## src/rtl/branch_cache_writer.sv

```systemverilog
// branch_cache_writer: write side of the branch target cache, with a fetch lookup port
module branch_cache_writer #(
    parameter int ENTRIES = 8,
    parameter int IDX_W   = 3,
    parameter int AW      = 32
) (
    input  logic             Clk,
    input  logic             Reset,
    input  logic             iUpdValid,
    output logic             oUpdReady,
    input  logic [AW-1:0]    iUpdPC,
    input  logic [AW-1:0]    iUpdTarget,
    input  logic             iUpdKind,
    input  logic [AW-1:0]    iLookupPC,
    output logic [AW-1:0]    oCacheAddress,
    output logic             ocCache,
    output logic             oEvict,
    output logic             oReject,
    output logic [IDX_W:0]   oFillCount
);
    typedef enum logic [1:0] {IDLE, SEARCH, WRITE} state_t;
    state_t               state_q, state_d;
    logic [ENTRIES-1:0]   valid_q, valid_d;
    logic [AW-1:0]        pc_arr_q [ENTRIES];
    logic [AW-1:0]        pc_arr_d [ENTRIES];
    logic [AW-1:0]        tgt_arr_q [ENTRIES];
    logic [AW-1:0]        tgt_arr_d [ENTRIES];
    logic [IDX_W-1:0]     rr_q, rr_d;
    logic [AW-1:0]        upd_pc_q, upd_pc_d;
    logic [AW-1:0]        upd_tgt_q, upd_tgt_d;
    logic                 upd_kind_q, upd_kind_d;
    logic                 hit_q, hit_d;
    logic [IDX_W-1:0]     idx_q, idx_d;
    logic                 evict_q, evict_d;
    logic                 reject_q, reject_d;
    logic [IDX_W:0]       fill_q, fill_d;
    logic                 s_hit, s_free;
    logic [IDX_W-1:0]     s_hit_idx, s_free_idx;
    logic                 misaligned;
    assign oUpdReady  = state_q == IDLE;
    assign oEvict     = evict_q;
    assign oReject    = reject_q;
    assign oFillCount = fill_q;
    assign misaligned = (iUpdPC[1:0] != 2'b00) || (iUpdKind && iUpdTarget[1:0] != 2'b00);
    // Fetch lookup: lowest-index valid entry whose PC matches wins
    always_comb begin
        ocCache       = 1'b0;
        oCacheAddress = '0;
        for (int i = ENTRIES - 1; i >= 0; i--) begin
            if (valid_q[i] && pc_arr_q[i] == iLookupPC) begin
                ocCache       = 1'b1;
                oCacheAddress = tgt_arr_q[i];
            end
        end
    end
    // Search of the latched PC: lowest matching entry and lowest free entry
    always_comb begin
        s_hit      = 1'b0;
        s_hit_idx  = '0;
        s_free     = 1'b0;
        s_free_idx = '0;
        for (int i = ENTRIES - 1; i >= 0; i--) begin
            if (valid_q[i] && pc_arr_q[i] == upd_pc_q) begin
                s_hit     = 1'b1;
                s_hit_idx = IDX_W'(i);
            end
            if (!valid_q[i]) begin
                s_free     = 1'b1;
                s_free_idx = IDX_W'(i);
            end
        end
    end
    // Update FSM next state: accept/reject, search, then a single table write
    always_comb begin
        state_d    = state_q;
        valid_d    = valid_q;
        pc_arr_d   = pc_arr_q;
        tgt_arr_d  = tgt_arr_q;
        rr_d       = rr_q;
        upd_pc_d   = upd_pc_q;
        upd_tgt_d  = upd_tgt_q;
        upd_kind_d = upd_kind_q;
        hit_d      = hit_q;
        idx_d      = idx_q;
        evict_d    = 1'b0;
        reject_d   = 1'b0;
        case (state_q)
            IDLE: begin
                if (iUpdValid) begin
                    reject_d   = misaligned;
                    state_d    = misaligned ? IDLE : SEARCH;
                    upd_pc_d   = misaligned ? upd_pc_q : iUpdPC;
                    upd_tgt_d  = misaligned ? upd_tgt_q : iUpdTarget;
                    upd_kind_d = misaligned ? upd_kind_q : iUpdKind;
                end
            end
            SEARCH: begin
                hit_d   = s_hit;
                idx_d   = s_hit ? s_hit_idx : s_free ? s_free_idx : rr_q;
                state_d = WRITE;
            end
            WRITE: begin
                state_d = IDLE;
                if (upd_kind_q) begin
                    tgt_arr_d[idx_q] = upd_tgt_q;
                    if (!hit_q) begin
                        pc_arr_d[idx_q] = upd_pc_q;
                        valid_d[idx_q]  = 1'b1;
                        evict_d         = &valid_q;
                        rr_d            = &valid_q ? rr_q + IDX_W'(1) : rr_q;
                    end
                end else if (hit_q) begin
                    valid_d[idx_q] = 1'b0;
                end
            end
            default: state_d = IDLE;
        endcase
        fill_d = '0;
        for (int i = 0; i < ENTRIES; i++) fill_d = fill_d + (IDX_W+1)'(valid_d[i]);
    end
    // State and table registers, cleared asynchronously so an in-flight update is dropped
    always_ff @(posedge Clk or posedge Reset) begin
        if (Reset) begin
            state_q    <= IDLE;
            valid_q    <= '0;
            pc_arr_q   <= '{default: '0};
            tgt_arr_q  <= '{default: '0};
            rr_q       <= '0;
            upd_pc_q   <= '0;
            upd_tgt_q  <= '0;
            upd_kind_q <= 1'b0;
            hit_q      <= 1'b0;
            idx_q      <= '0;
            evict_q    <= 1'b0;
            reject_q   <= 1'b0;
            fill_q     <= '0;
        end else begin
            state_q    <= state_d;
            valid_q    <= valid_d;
            pc_arr_q   <= pc_arr_d;
            tgt_arr_q  <= tgt_arr_d;
            rr_q       <= rr_d;
            upd_pc_q   <= upd_pc_d;
            upd_tgt_q  <= upd_tgt_d;
            upd_kind_q <= upd_kind_d;
            hit_q      <= hit_d;
            idx_q      <= idx_d;
            evict_q    <= evict_d;
            reject_q   <= reject_d;
            fill_q     <= fill_d;
        end
    end
endmodule

```

## config.mk

```make
export PLATFORM = sky130hd
export DESIGN_NAME = branch_cache_writer
export DESIGN_NICKNAME = d
export VERILOG_FILES = /design/src/rtl/branch_cache_writer.sv
export SDC_FILE = /design/constraint.sdc
export NUM_CORES = 2
export LEC_CHECK = 0
export CELL_PAD_IN_SITES_DETAIL_PLACEMENT = 0
export CELL_PAD_IN_SITES_GLOBAL_PLACEMENT = 1
export CORE_MARGIN = 5
export CORE_UTILIZATION = 46
export CTS_BUF_LIST = sky130_fd_sc_hd__clkbuf_4
export DETAILED_ROUTE_END_ITERATION = 16
export HOLD_SLACK_MARGIN = 0.06
export PLACE_DENSITY = 0.9
export SETUP_SLACK_MARGIN = 0.05
export SLEW_MARGIN = 20
export SYNTH_ARGS = -nofsm -noshare
export SYNTH_HDL_FRONTEND = slang
export SYNTH_SLANG_ARGS = --single-unit
```

## constraint.sdc

```tcl
create_clock -name Clk -period 18.25 [get_ports Clk]
set_input_delay 2.7375 -clock Clk [delete_from_list [all_inputs] [get_ports Clk]]
set_output_delay 2.7375 -clock Clk [all_outputs]
set_load 0.01 [all_outputs]
```

==> impl_metrics.json <==
{
  "dr.pass1.iters": 5,
  "fin_ws_ns": 7.77,
  "cts_hold_buffers": 0,
  "max_freq_ghz": 0.0954,
  "drv_slew": 0,
  "worstMarginPinSlew_ns": 1.29,
  "synth.largest_area_cell": "dfrtp_1",
  "ant_nets": 0,
  "mostFrequentLayoutCell": "dfrtp_1",
  "cp.required_ns": 15.51,
  "ys_seq_area_share_pct": 48.1,
  "place_ws_ns": 7.33,
  "io_buffers": 139,
  "cts_tree": "done",
  "slowest_stage": "clkdlybuf4s50_1",
  "max-cap-violations": 0,
  "fin_tns_setup_ns": 0,
  "pwr-share-comb_pct": 17.1,
  "rsz0062_at_grt": "no",
  "synth_top_flop_cell": "dfrtp_1",
  "syn_inst": 2757,
  "grt_pass1_wl_um": 167000,
  "final_core_utilization_pct": 52.8,
  "dpl.hpwl_um": 81200,
  "gp_congestion": 1.06,
  "yosys-top-cells-area": "dfrtp_1, mux2_2, xor2_1",
  "final_area_um2": 35500,
  "rr_worst_depth": 13,
  "p_int_w": 0.00223,
  "crit_chain": "clkdlybuf4s50_1, xor2_1, nor4_1, nand3_1, nor3_4, buf_4, nor2_2, nand3b_4, o221ai_2, a22o_1, clkdlybuf4s50_1",
  "yosys_warnings": 0,
  "syn_nets": 2865,
  "ir_drop_mv": 0.0565,
  "netlist.area_leader.share_pct": 48.1,
  "drc": 0,
  "ys_types": 60,
  "grt_use_total_pct": 30.9,
  "placedInstanceArea_um2": 33400,
  "first_iter_violations": 2332,
  "path_class": "in2out",
  "synth_edf_count": 0,
  "htree_levels": 4,
  "core_area_um2": 67300,
  "wl_per_cell_um": 29.2,
  "syn_to_final_growth_pct": 13.8,
  "vias": 22900,
  "antenna_found_initial": 4,
  "crit_path_end_kind": "output pin",
  "p_switching_w": 0.00109,
  "whs_path_depth": 1,
  "grt_start_max_net_pins": 185,
  "clock_path_buffers": 3,
  "die_area_um2": 73200,
  "min_period_ns": 10.48,
  "leakagePower_nw": 17.7,
  "finalSetupViolCount": 0,
  "row_count": 95,
  "start_util_pct": 46.4,
  "multiInputGateArea_um2": 15200,
  "synth-async-reset-ratio_pct": 100,
  "seqCellArea_um2": 15000,
  "path_clk_slew_ns": 0.06,
  "period_share_pct": 57.4,
  "hp-class": "reg2reg",
  "hold_slack_ns": 0.489,
  "overflow": 0,
  "cpMostUsedCell": "clkdlybuf4s50_1",
  "synth_area_um2": 31200,
  "die_w_um": 270,
  "status": "finished clean",
  "power_frac_seq_pct": 46.4,
  "hold_violations": 0,
  "clkPwrFrac_pct": 36.6,
  "crit_fanout": 57,
  "startpoint_type": "primary input",
  "switching_share_pct": 32.9,
  "fp.dieH_um": 270,
  "skew_ns": 0.0594,
  "num-nets-final": 3030,
  "avgSynthCellArea_um2": 11.3,
  "fill_cells": 5873,
  "boundaryPins": 140,
  "cts_setup_buffers": 0,
  "vias_per_cell": 5.84,
  "drt_wl_total_um": 115000,
  "clock_sinks": 600,
  "cts_made_buffers": 167,
  "yosys_register_bits": 600,
  "post_cts_resized": 0,
  "slew-limit-headroom_pct": 13.3,
  "layout.cells.most_common_list": "dfrtp_1, mux2_2, nand2_1",
  "first_global_vias": 23500,
  "arrival_ns": 7.74,
  "powerDensity_nw_per_um2": 93.4,
  "clkLatencyLatePin_ns": 1.03,
  "critPathMaxStageDelay_ns": 0.90,
  "root_buffer": "clkbuf_4",
  "layout-drive-gt1-share_pct": 28.4
}
## area by class of cell
type / instances / share of cell area (%)
clock inverters: 44 / 0.655
clock buffers: 241 / 5.09
repair buffers: 206 / 5.70
inverters: 24 / 0.264
well taps: 873 / 3.08
multi-input cells: 1923 / 42.9
flip-flops and latches: 600 / 42.3
diodes: 9 / 0.0634
## layer usage
metal  vias up  global-route usage (%)  routed length (um)
met1     11900                    42.3               49400
met5         -                       0                   0
met3       215                    6.28                7660
li1       9857                       -                   -
met4         0                    12.8                4950
met2       915                    48.3               52600
## worst paths after layout
path | from | endpoint | slack, ns
min in group asynchronous | Reset | upd_pc_q[24]$_DFFE_PP0P_ | 2.03
worst min-delay path | rr_q[2]$_DFFE_PP0P_ | rr_q[2]$_DFFE_PP0P_ | 0.49
worst min register to register | rr_q[2]$_DFFE_PP0P_ | rr_q[2]$_DFFE_PP0P_ | 0.49
worst max-delay path | iLookupPC[19] | oCacheAddress[1] | 7.77
max in group asynchronous | Reset | pc_arr_q[197]$_DFFE_PP0P_ | 13.29
worst max register to register | state_q[0]$_DFFE_PP0P_ | oFillCount[2]$_DFF_PP0_ | 14.19
## metrics by stage
stage / instances / total power (W)
final: 3920 / 0.00332
after global routing: 3914 / 0.00346
after CTS: 3907 / 0.00333
after detailed placement: 3622 / 0.00211
after global placement: 3620 / 0.00210
after floorplan: 2757 / 0.00184
## state kept, by name (all words and copies together), names as in the netlist
register    count
pc_arr_q      256
rr_q            3
upd_pc_q       32
oReject         1
hit_q           1
idx_q           3
oFillCount      4
upd_kind_q      1
valid_q         8
state_q         2
upd_tgt_q      32
oEvict          1
tgt_arr_q     256
## logic make-up after synthesis
group | after synthesis | synth area share (%)
AOI/OAI and AO/OA | 161 | 4.49
xor gates and xnor gates | 512 | 14.4
adders and majority gates | 8 | 0.417
buffers and inverters | 234 | 3.51
DFF | 600 | 48.1
muxes | 481 | 17.2
and+or+nand+nor | 761 | 11.9
## power groups by stage
stage	clock (W)	sequential [W]	combinational, W
final	0.00121	0.00154	0.000567
after global routing	0.00132	0.00155	0.000591
after CTS	0.00124	0.00153	0.000556
after detailed placement	0	0.00156	0.000553
after global placement	0	0.00155	0.000549
after floorplan	0	0.00150	0.000343
## critical path: cells and delay by family
| family | cells | cell delay (ns) |
|---|---|---|
| buf+inv | 3 | 2.12 |
| compound gates | 2 | 0.46 |
| xor+xnor | 1 | 0.33 |
| simple gates | 5 | 1.91 |
## cell usage after synthesis, types with 13 or more instances
cell type	n
clkbuf_1	136
buf_6	13
xnor2_1	162
o221ai_2	30
nand3_1	27
nor3b_2	29
nor4_1	89
inv_1	23
buf_2	40
mux2i_1	33
nor2_1	92
a22o_1	31
mux2_2	448
nand4_1	52
xor2_1	350
nand2_1	409
a221oi_1	31
nor3_1	16
a21oi_1	36
dfrtp_1	600
No activity file was read; power rests on OpenSTA's default activity.
